===== src/rtl/fgpio_in_cond_if.sv =====
// Signal bundle between the pad-side conditioning stage and its consumer.
// The slave modport is the conditioning stage; the master drives pads and controls.
interface fgpio_in_cond_if #(
   parameter int unsigned FGPIO_NUM = 8
);
   logic [FGPIO_NUM-1:0] pad_in_i;
   logic [FGPIO_NUM-1:0] gpio_dir_i;
   logic [FGPIO_NUM-1:0] filt_en_i;
   logic [FGPIO_NUM-1:0] edge_clr_i;
   logic [FGPIO_NUM-1:0] gpio_in_val_o;
   logic [FGPIO_NUM-1:0] rise_o;
   logic [FGPIO_NUM-1:0] fall_o;
   logic [FGPIO_NUM-1:0] edge_pend_o;
   logic                 irq_o;

   modport master (
      output pad_in_i, gpio_dir_i, filt_en_i, edge_clr_i,
      input  gpio_in_val_o, rise_o, fall_o, edge_pend_o, irq_o
   );

   modport slave (
      input  pad_in_i, gpio_dir_i, filt_en_i, edge_clr_i,
      output gpio_in_val_o, rise_o, fall_o, edge_pend_o, irq_o
   );
endinterface


===== src/rtl/fgpio_in_cond.sv =====
// Fast-GPIO input conditioning: per-bit synchronizer, optional stable-count
// glitch filter, rise/fall detection and sticky edge flags OR-ed into one irq.
module fgpio_in_cond #(
   parameter int unsigned FGPIO_NUM   = 8,
   parameter int unsigned SYNC_STAGES = 2,
   parameter int unsigned FILT_CNT    = 4
) (
   input logic           clk_i,
   input logic           rst_ni,
   fgpio_in_cond_if.slave bus
);
   localparam int unsigned CntW = $clog2(FILT_CNT + 1);
   localparam logic [CntW-1:0] CntLast = CntW'(FILT_CNT - 1);

   logic [SYNC_STAGES-1:0][FGPIO_NUM-1:0] sync_q;
   logic [FGPIO_NUM-1:0]                  sync_s;
   logic [FGPIO_NUM-1:0]                  stable_q, stable_d;
   logic [FGPIO_NUM-1:0][CntW-1:0]        cnt_q, cnt_d;
   logic [FGPIO_NUM-1:0]                  prev_q;
   logic [FGPIO_NUM-1:0]                  pend_q, pend_d;
   logic [FGPIO_NUM-1:0]                  rise, fall;

   assign sync_s = sync_q[SYNC_STAGES-1];

   // A new level is accepted only after it has differed from stable_q for
   // FILT_CNT consecutive cycles; any return restarts the count.
   always_comb begin
      stable_d = stable_q;
      cnt_d    = cnt_q;
      for (int i = 0; i < int'(FGPIO_NUM); i++) begin
         if (!bus.filt_en_i[i]) begin
            stable_d[i] = sync_s[i];
            cnt_d[i]    = '0;
         end else if (sync_s[i] == stable_q[i]) begin
            cnt_d[i] = '0;
         end else if (cnt_q[i] == CntLast) begin
            stable_d[i] = sync_s[i];
            cnt_d[i]    = '0;
         end else begin
            cnt_d[i] = cnt_q[i] + 1'b1;
         end
      end
   end

   assign rise   = stable_q & ~prev_q & ~bus.gpio_dir_i;
   assign fall   = ~stable_q & prev_q & ~bus.gpio_dir_i;
   // Set has priority over a clear landing in the same cycle.
   assign pend_d = (pend_q & ~bus.edge_clr_i) | rise | fall;

   always_ff @(posedge clk_i or negedge rst_ni) begin
      if (!rst_ni) begin
         sync_q   <= '0;
         stable_q <= '0;
         cnt_q    <= '0;
         prev_q   <= '0;
         pend_q   <= '0;
      end else begin
         sync_q   <= {sync_q[SYNC_STAGES-2:0], bus.pad_in_i};
         stable_q <= stable_d;
         cnt_q    <= cnt_d;
         prev_q   <= stable_q;
         pend_q   <= pend_d;
      end
   end

   assign bus.gpio_in_val_o = stable_q;
   assign bus.rise_o        = rise;
   assign bus.fall_o        = fall;
   assign bus.edge_pend_o   = pend_q;
   assign bus.irq_o         = |pend_q;
endmodule


===== src/flat_wrapper.sv =====
// flat-port wrapper written by rule: the top's interface ports become plain ports
module fgpio_in_cond_flat 
#(
   parameter int unsigned FGPIO_NUM   = 8,
   parameter int unsigned SYNC_STAGES = 2,
   parameter int unsigned FILT_CNT    = 4
)
  (clk_i, rst_ni, bus_pad_in_i, bus_gpio_dir_i, bus_filt_en_i, bus_edge_clr_i, bus_gpio_in_val_o, bus_rise_o, bus_fall_o, bus_edge_pend_o, bus_irq_o);
  fgpio_in_cond_if #(.FGPIO_NUM(FGPIO_NUM)) bus_i ();
  input logic clk_i;
  input logic rst_ni;
  input wire logic [$bits(bus_i.pad_in_i)-1:0] bus_pad_in_i;
  input wire logic [$bits(bus_i.gpio_dir_i)-1:0] bus_gpio_dir_i;
  input wire logic [$bits(bus_i.filt_en_i)-1:0] bus_filt_en_i;
  input wire logic [$bits(bus_i.edge_clr_i)-1:0] bus_edge_clr_i;
  output wire logic [$bits(bus_i.gpio_in_val_o)-1:0] bus_gpio_in_val_o;
  output wire logic [$bits(bus_i.rise_o)-1:0] bus_rise_o;
  output wire logic [$bits(bus_i.fall_o)-1:0] bus_fall_o;
  output wire logic [$bits(bus_i.edge_pend_o)-1:0] bus_edge_pend_o;
  output wire logic [$bits(bus_i.irq_o)-1:0] bus_irq_o;
  assign bus_i.pad_in_i = bus_pad_in_i;
  assign bus_i.gpio_dir_i = bus_gpio_dir_i;
  assign bus_i.filt_en_i = bus_filt_en_i;
  assign bus_i.edge_clr_i = bus_edge_clr_i;
  assign bus_gpio_in_val_o = bus_i.gpio_in_val_o;
  assign bus_rise_o = bus_i.rise_o;
  assign bus_fall_o = bus_i.fall_o;
  assign bus_edge_pend_o = bus_i.edge_pend_o;
  assign bus_irq_o = bus_i.irq_o;
  fgpio_in_cond #(.FGPIO_NUM(FGPIO_NUM), .SYNC_STAGES(SYNC_STAGES), .FILT_CNT(FILT_CNT)) u_core (.clk_i(clk_i), .rst_ni(rst_ni), .bus(bus_i));
endmodule

===== config.mk =====
export PLATFORM = sky130hd
export DESIGN_NAME = fgpio_in_cond_flat
export DESIGN_NICKNAME = d
export VERILOG_FILES = /design/src/rtl/fgpio_in_cond_if.sv /design/src/rtl/fgpio_in_cond.sv /design/src/flat_wrapper.sv
export SDC_FILE = /design/constraint.sdc
export NUM_CORES = 1
export LEC_CHECK = 0
export ABC_CLOCK_PERIOD_IN_PS = 1700
export BUFFER_PORTS_ARGS = -buffer_cell sky130_fd_sc_hd__buf_2
export CAP_MARGIN = 20
export CELL_PAD_IN_SITES_DETAIL_PLACEMENT = 1
export CELL_PAD_IN_SITES_GLOBAL_PLACEMENT = 1
export CORE_MARGIN = 8
export CORE_UTILIZATION = 35
export CTS_BUF_LIST = sky130_fd_sc_hd__clkbuf_4
export CTS_CLUSTER_DIAMETER = 50
export DETAILED_ROUTE_END_ITERATION = 16
export PLACE_DENSITY_LB_ADDON = 0.1
export SYNTH_ARGS = -nofsm -noshare
export SYNTH_HDL_FRONTEND = slang
export SYNTH_SLANG_ARGS = --single-unit

===== constraint.sdc =====
create_clock -name clk_i -period 1.7 [get_ports clk_i]
set_input_delay 0.255 -clock clk_i [delete_from_list [all_inputs] [get_ports clk_i]]
set_output_delay 0.255 -clock clk_i [all_outputs]
set_load 0.01 [all_outputs]

# After elaboration in Yosys (flattened, before gate mapping)
# Cells that the tools add are included.
# Widths: inputs -> output; s select.
[classes]
n_addsub = 8
eq_ne = 32
mux = 48
bitwise_logic = 11
n_reduce_logical = 9
[op_table]
columns = ["operator", "count"]
rows = [
  ["$mux 3", 24],
  ["$and 8x8->8", 5],
  ["$not 8->8", 4],
  ["$add 3x1->3 const B", 8],
  ["$eq 3x2->1 const B", 8],
  ["$mux 1", 24],
  ["$ne 2x1->1 const B", 8],
  ["$ne 2x2->1 const B", 8],
  ["$or 8x8->8", 2],
  ["$reduce_and 2->1", 8],
  ["$eq 1x1->1", 8],
  ["$reduce_or 8->1", 1],
]
[totals]
ff_bits = 64
inputBits = 34
output_inout_bits = 33
word_cells = 128

# Longest topological paths before layout
# Gate-level depths: netlist of run 1.
[logic_depth]
depth_word = 5
mapped_depth = 4
ltp_nobuf = 4

# Least setup slack after synthesis of run 1
# Ideal clock, no wire load.
[synth_timing]
path_kind = "flip-flop to flip-flop"
from = "register u_core.cnt_q[0] (netlist name)"
to = "register u_core.stable_q[0] (netlist: u_core.bus.gpio_in_val_o[0])"
arrival_time_ns = 1.204
required_time_ns = 1.575
path_slack_ns = 0.372
path_stages_with_launch = 5
synth_period_minus_slack_ns = 1.328
path_cell_list = "dfrtp_1 ha_1 and2b_2 nor2b_2 mux2_2"
[synth_via]
elab_chain_len = 3
[synth_lines]
columns = ["item", "line", "source"]
rows = [
  ["from (decl)", "fgpio_in_cond.sv:18", "logic [FGPIO_NUM-1:0][CntW-1:0] cnt_q, cnt_d;"],
  ["from (signal assigned)", "fgpio_in_cond.sv:60", "cnt_q <= cnt_d;"],
  ["$eq 3x2->1", "fgpio_in_cond.sv:36", "end else if (cnt_q[i] == CntLast) begin"],
  ["$ne 2x1->1 (no source line)", "-", ""],
  ["$reduce_and 2->1 (no source line)", "-", ""],
  ["to (signal assigned)", "fgpio_in_cond.sv:59", "stable_q <= stable_d;"],
  ["to (decl)", "fgpio_in_cond.sv:17", "logic [FGPIO_NUM-1:0] stable_q, stable_d;"],
]
# No other way between the ends.
# A chain may end at the register's enable or synchronous reset.

# Worst setup path after layout of run 1
[layout_timing]
from = "register u_core.pend_q[3] (netlist: u_core.bus.edge_pend_o[3])"
to = "output port bus_irq_o"
[layout_via]
elab_chain_len = 1
[layout_lines]
columns = ["item", "line", "source"]
rows = [
  ["from (decl)", "fgpio_in_cond.sv:20", "logic [FGPIO_NUM-1:0] pend_q, pend_d;"],
  ["from (signal assigned)", "fgpio_in_cond.sv:62", "pend_q <= pend_d;"],
  ["$reduce_or 8->1", "fgpio_in_cond.sv:70", "assign bus.irq_o = |pend_q;"],
  ["to (decl)", "flat_wrapper.sv:20", "output wire logic [$bits(bus_i.irq_o)-1:0] bus_irq_o;"],
]
# No other way between the ends.

==> results of run 1 <==
[cells by family (layout without fill, tap and decap cells)]
logic type | count (synthesis) | in the layout | synth area share, %
xor gates and xnor gates | 8 | 8 | 2.83
DFF | 64 | 64 | 64.7
AOI/OAI and AO/OA | 8 | 8 | 1.62
muxes | 8 | 8 | 3.64
and+or+nand+nor | 75 | 75 | 21.6
buffers and inverters | 10 | 110 | 1.52
adders and majority gates | 8 | 8 | 4.05
[power groups by stage]
stage | logic (W) | registers [W] | clock network (W)
floorplan | 0.000193 | 0.00179 | 0
global placement | 0.000417 | 0.00178 | 0
detailed placement | 0.000426 | 0.00179 | 0
CTS | 0.000467 | 0.00176 | 0.00133
global route | 0.000521 | 0.00178 | 0.00139
finish | 0.000459 | 0.00176 | 0.00126
[area by class of cell]
class | instances | share of cell area, %
clock buffer | 9 | 2.02
clock inverter | 7 | 3.30
inverter | 10 | 1.12
multi-input combinational | 107 | 26.5
sequential | 64 | 47.9
tap | 96 | 3.60
timing repair buffer | 84 | 15.5
[timing repair]
action / 4_1_cts / 5_1_grt
buffers inserted: 1 / 0
hold buffers: 16 / 0
hold endpoints to repair: 79 / 0
resized for setup: 1 / 9
endpoints found under the setup margin: 1 / 9
pin swaps: 1 / 0
[worst paths after layout]
check	end	cells after the start
worst min register to register	u_core.sync_s[0]$_DFF_PN0_	0
max in group asynchronous	u_core.bus.gpio_in_val_o[5]$_DFFE_PN0P_	3
worst max-delay path	bus_irq_o	3
worst max register to register	u_core.bus.gpio_in_val_o[6]$_DFFE_PN0P_	4
min in group asynchronous	u_core.prev_q[6]$_DFF_PN0_	3
worst min-delay path	u_core.bus.edge_pend_o[6]$_DFF_PN0_	2
[layout by cell type (no fill, tap or decap)]
cell,instances
and4b_1,2
nand2_1,9
inv_1,10
and2b_2,6
nor2_1,12
and3_1,4
nor4_2,1
nor2b_2,6
ha_1,8
o21ai_0,8
buf_4,1
nor3b_1,7
nor3b_2,15
buf_2,66
clkinvlp_4,1
dlygate4sd3_1,16
nor4_1,1
nand2b_1,2
dfrtp_1,64
nor3_2,6
bufinv_16,3
clkinv_1,2
mux2_1,2
clkbuf_4,9
xor2_1,8
mux2_2,6
nand3_1,2
buf_12,1
and3_2,2
clkinv_2,1
[metrics by stage]
step	power [W]	setup TNS [ns]	utilization (%)	setup WS (ns)	hold slack, ns
global route	0.00369	-0.0440	48.9	-0.0440	-0.00131
global placement	0.00220	0	43.1	0.324	0.300
CTS	0.00356	0	48.2	0.0152	0.00708
floorplan	0.00198	0	-	0.372	-0.0406
finish	0.00348	0	48.9	0.110	0.0456
detailed placement	0.00221	0	43.1	0.305	0.301
[sequential cells by signal, indices dropped and copies added (netlist names)]
register                  cells
u_core.bus.edge_pend_o        8
u_core.sync_s                 8
u_core.bus.gpio_in_val_o      8
u_core.prev_q                 8
u_core.sync_q                 8
u_core.cnt_q                 24
[critical path: cells and delay by family, from the launching register on]
kind,cells,cell delay (ns)
buf+inv,1,0.15
simple gates,2,0.38
flops,1,0.41
[per-layer routing]
layer  up-vias  routed length [um]
met5         -                   0
met4         0                  60
met3         5                 375
met2        40                2590
met1       823                2150
li1        803                   -
==> results.toml, run 1 <==
[sta]
setup_violations = 0
slew_viol_final = 0
period_share_pct = 93.5
tightest_slew_ns = 0.342
hold_viol_final = 0
fin_crit_ns = 1.59
max_freq_mhz = 629
grt_setup_unrepaired = "yes"
finClkSkew_ns = 0.0137
slew_headroom_pct = 77.2

[pwr]
ir_drop_mv = 0.468
p_comb_share_pct = 13.2
switching_share_pct = 24.9
internal_power_w = 0.00261
clkPwrFrac_pct = 36.3
powerDensity_nw_per_um2 = 1040
p_leak_nw = 1.66
power_frac_seq_pct = 50.5
switchingPower_w = 0.000866

[finish]
drive_above_1_share_pct = 44.1
insertedDiodeCount = 0
n_fill_cell = 746
nNetsFinal = 318
regArea_um2 = 1600
multi_input_area_um2 = 886
final_cells = 377
fin_area_um2 = 3340
area_growth_pct = 35.1

[worst_setup_path]
critPathRequiredTime_ns = 1.44
crit_path_start_kind = "flip-flop"
crit_chain = "nor4_2 -> nand2_1 -> buf_2"
rrSetupSlack_ns = 0.30
criticalPathCategory = "reg2out"
critPathMaxFanout = 3
timing.rr.start = "u_core.cnt_q[18]$_DFF_PN0_"
cp.arrival_ns = 1.33
crit_start = "u_core.bus.edge_pend_o[3]$_DFF_PN0_"
endpoint_kind = "output port"
slowest_stage = "dfrtp_1"
slowest_delay_ns = 0.41

[die]
die-area_um2 = 10000
row_count = 30
die_width_um = 100
core_um2 = 6830
start_util_pct = 36.2
io_pins = 67
dieHeight_um = 100

[synthesis]
yosysSeqAreaShare_pct = 64.7
synth.area.top_cells = "dfrtp_1 65%, nor3b_1 4.9%, ha_1 4.0%"
netlist.area_leader.share_pct = 64.7
syn_inst = 181
syn_avg_cell_area_um2 = 13.7
ys_ff_latch = 64
synth_top_area_cell = "dfrtp_1"
synth_common_cells = "64 x dfrtp_1, 16 x nor3b_1, 12 x nor2_1"
syn_area_um2 = 2470
synthFlopType = "dfrtp_1"
synth-async-reset-ratio_pct = 100
synth_fp_nets = 223
ys.warnings.count = 0
synth.distinct_cells = 20
yosysMostFrequentCell = "dfrtp_1"
synth_edf_count = 0

[clock_network]
numCtsBuffers = 9
clkSinkCount = 64
root_buffer = "clkbuf_4"
clk_pin_slew_ns = 0.10
clock_path_buffers = 2
htree_levels = 3
worst_skew_pair.late_latency_ns = 0.40
cts_tree = "yes"

[global_routing]
grt_pass1_wl_um = 8800
use_met1_pct = 12.3
use_met3_pct = 5.88
grt_max_degree = 65
antenna_found_initial = 0
grt_pass1_vias = 1836
busiest_layer = "met2"
grt_overflow_total = 0
grt_usage_pct = 11.3
grt_use_met2_pct = 18.1

[hold_path]
hold_class = "in2reg"
hold_path.startpoint = "bus_edge_clr_i[6]"

[place]
place_inst = 344
dp_hpwl_um = 3740
placed_cell_area_um2 = 2940
io_buffer_count = 66
place_congestion = 0.667

[flow_run]
drv_cap = 0

[route]
drt_iter0_markers = 21
wl_per_cell_um = 13.7
postRouteAntennaNets = 0
wirelength_um = 5170
vias = 1671
firstDrtPassIters = 5
routed_via_density = 4.43
drc = 0

[outcome]
outcome = "complete, no violations"
No activity file was read; power rests on OpenSTA's default activity.
==> run 2: changes to the inputs <==
BUFFER_PORTS_ARGS = not set   (was -buffer_cell sky130_fd_sc_hd__buf_2)
DONT_BUFFER_PORTS = 1   (was not set)
==> run 2 against run 1 <==
Cell area down 8.9%. Critical path depth down 2. Global-route usage up 0.10 points. Setup slack worse by 0.0060 ns. Combinational power down 29%. Clock skew about the same. Hold slack worse by 0.021 ns. Core utilization down 4.4 points. Die area unchanged. Flip-flop and latch count unchanged. Non-clock buffer count down 61. Critical endpoint is now bus_rise_o[1]. Largest power group unchanged.
==> results.toml, run 2 (synthesized netlist as in run 1, its figures left out) <==
[route]
routed_via_density = 4.69
firstDrtPassIters = 4
wl_per_cell_um = 16.7
drt_iter0_markers = 32
postRouteAntennaNets = 0
drc = 0
wirelength_um = 5270
vias = 1481

[clock_network]
numCtsBuffers = 9
root_buffer = "clkbuf_4"
htree_levels = 3
clk_pin_slew_ns = 0.11
cts_tree = "yes"
clkSinkCount = 64
worst_skew_pair.late_latency_ns = 0.39
clock_path_buffers = 2

[global_routing]
grt_overflow_total = 0
grt_pass1_wl_um = 8840
grt_pass1_vias = 1763
grt_max_degree = 65
antenna_found_initial = 0
grt_usage_pct = 11.4

[worst_setup_path]
crit_path_start_kind = "flip-flop"
critPathMaxFanout = 6
crit_buf_inv = 0
crit_family = "flip-flops"
slowest_stage = "dfrtp_1"
critPathRequiredTime_ns = 1.44
slowest_delay_ns = 0.49
endpoint_kind = "output port"
crit_chain = "nor3b_1"
cp.arrival_ns = 1.34
criticalPathCategory = "reg2out"

[sta]
period_share_pct = 93.9
fin_crit_ns = 1.60
tns_ns = 0
slew_headroom_pct = 66.0
worst_slack_ns = 0.104
setup_violations = 0
slew_viol_final = 0
tightest_slew_ns = 0.509
hold_viol_final = 0
finClkSkew_ns = 0.0140
grt_setup_unrepaired = "no"
max_freq_mhz = 627

[finish]
n_fill_cell = 723
final_common_cell = "dfrtp_1"
regArea_um2 = 1600
multi_input_area_um2 = 903
nNetsFinal = 257
area_growth_pct = 23.0
insertedDiodeCount = 0
drive_above_1_share_pct = 29.5
largest_register_ffs = 24
final_cell_mix = "62 x dfrtp_1, 20 x dlygate4sd3_1, 15 x nor3b_2"
regMostFlops = "u_core.cnt_q"

[die]
core_um2 = 6830
io_pins = 67
row_count = 30
dieHeight_um = 100
start_util_pct = 36.2
die_width_um = 100
die-area_um2 = 10000

[hold_path]
hold_class = "in2reg"

[outcome]
outcome = "complete, no violations"

[place]
io_buffer_count = 0
dp_hpwl_um = 3800
dp_slack_ns = 0.290
place_congestion = 0.733

[pwr]
ir_drop_mv = 0.418
powerDensity_nw_per_um2 = 1030
p_leak_nw = 1.40

[flow_run]
drv_cap = 0
## run 2: cell types whose count changed in the layout (fill, tap and decap cells not counted), moves of 2 or more
cell | previous run | this run
clkinv_2 | 1 | 3
clkinv_1 | 2 | 0
buf_2 | 66 | 0
dfrtp_1 | 64 | 62
clkbuf_4 | 9 | 12
dfrtp_2 | 0 | 2
bufinv_16 | 3 | 1
dlygate4sd3_1 | 16 | 20
## run 2: where the power goes
group	internal [W]	leakage (nW)	total, W	switching, W
clock	0.000493	0.0811	0.00100	0.000510
sequential	0.00165	0.796	0.00182	0.000165
combinational	0.000165	0.521	0.000324	0.000159
total	0.00231	1.40	0.00314	0.000835
## run 2: worst reg2reg max path: stages, from the launching register on
cell,delay (ns)
dfrtp_1,0.41
ha_1,0.24
and2b_2,0.22
nor2b_2,0.11
mux2_2,0.33
## run 2: through the flow
stage / instances / total power [W] / util, % / area (um2) / hold WS, ns
6_report: 316 / 0.00314 / 44.5 / 3040 / 0.0249
3_3_place_gp: 279 / 0.00205 / 38.2 / 2610 / -0.0385
5_1_grt: 316 / 0.00332 / 44.5 / 3040 / 0.000615
3_5_place_dp: 279 / 0.00208 / 38.2 / 2610 / -0.0384
4_1_cts: 315 / 0.00318 / 43.4 / 2970 / 0.000588
2_1_floorplan: 181 / 0.00198 / - / 2470 / -0.0406
## run 2: area by class of cell
class / count / share of cell area [%]
clock inverter: 4 / 1.48
multi-input combinational: 107 / 29.7
tap: 96 / 3.95
clock buffer: 12 / 2.96
inverter: 10 / 1.23
timing repair buffer: 23 / 7.98
sequential: 64 / 52.7
## run 2: worst paths after layout
path,depth (start not counted),slack (ns),end,start
max,1,0.10,bus_rise_o[1],u_core.bus.gpio_in_val_o[1]$_DFFE_PN0P_
min reg2reg,0,0.36,u_core.sync_s[2]$_DFF_PN0_,u_core.sync_q[2]$_DFF_PN0_
min,1,0.02,u_core.cnt_q[16]$_DFF_PN0_,bus_filt_en_i[5]
max in group asynchronous,2,1.01,u_core.cnt_q[7]$_DFF_PN0_,rst_ni
min in group asynchronous,2,0.38,u_core.sync_s[6]$_DFF_PN0_,rst_ni
max reg2reg,4,0.28,u_core.bus.gpio_in_val_o[3]$_DFFE_PN0P_,u_core.cnt_q[9]$_DFF_PN0_
## run 2: routing by layer
metal / GRT usage, % / up-vias / part of all wire [%]
met2: 19.5 / 41 / 53
met3: 5.26 / 10 / 8.3
met5: 0 / - / 0
met4: 5.58 / 0 / 1.9
li1: - / 682 / -
met1: 11.6 / 748 / 37
## run 2: repair_timing
item,4_1_cts,5_1_grt
hold endpoints to repair,83,1
cloned,0,0
endpoints found under the setup margin,1,10
hold buffers,20,1
buffers inserted,0,0
pin swaps,0,1
gates resized for setup,1,14
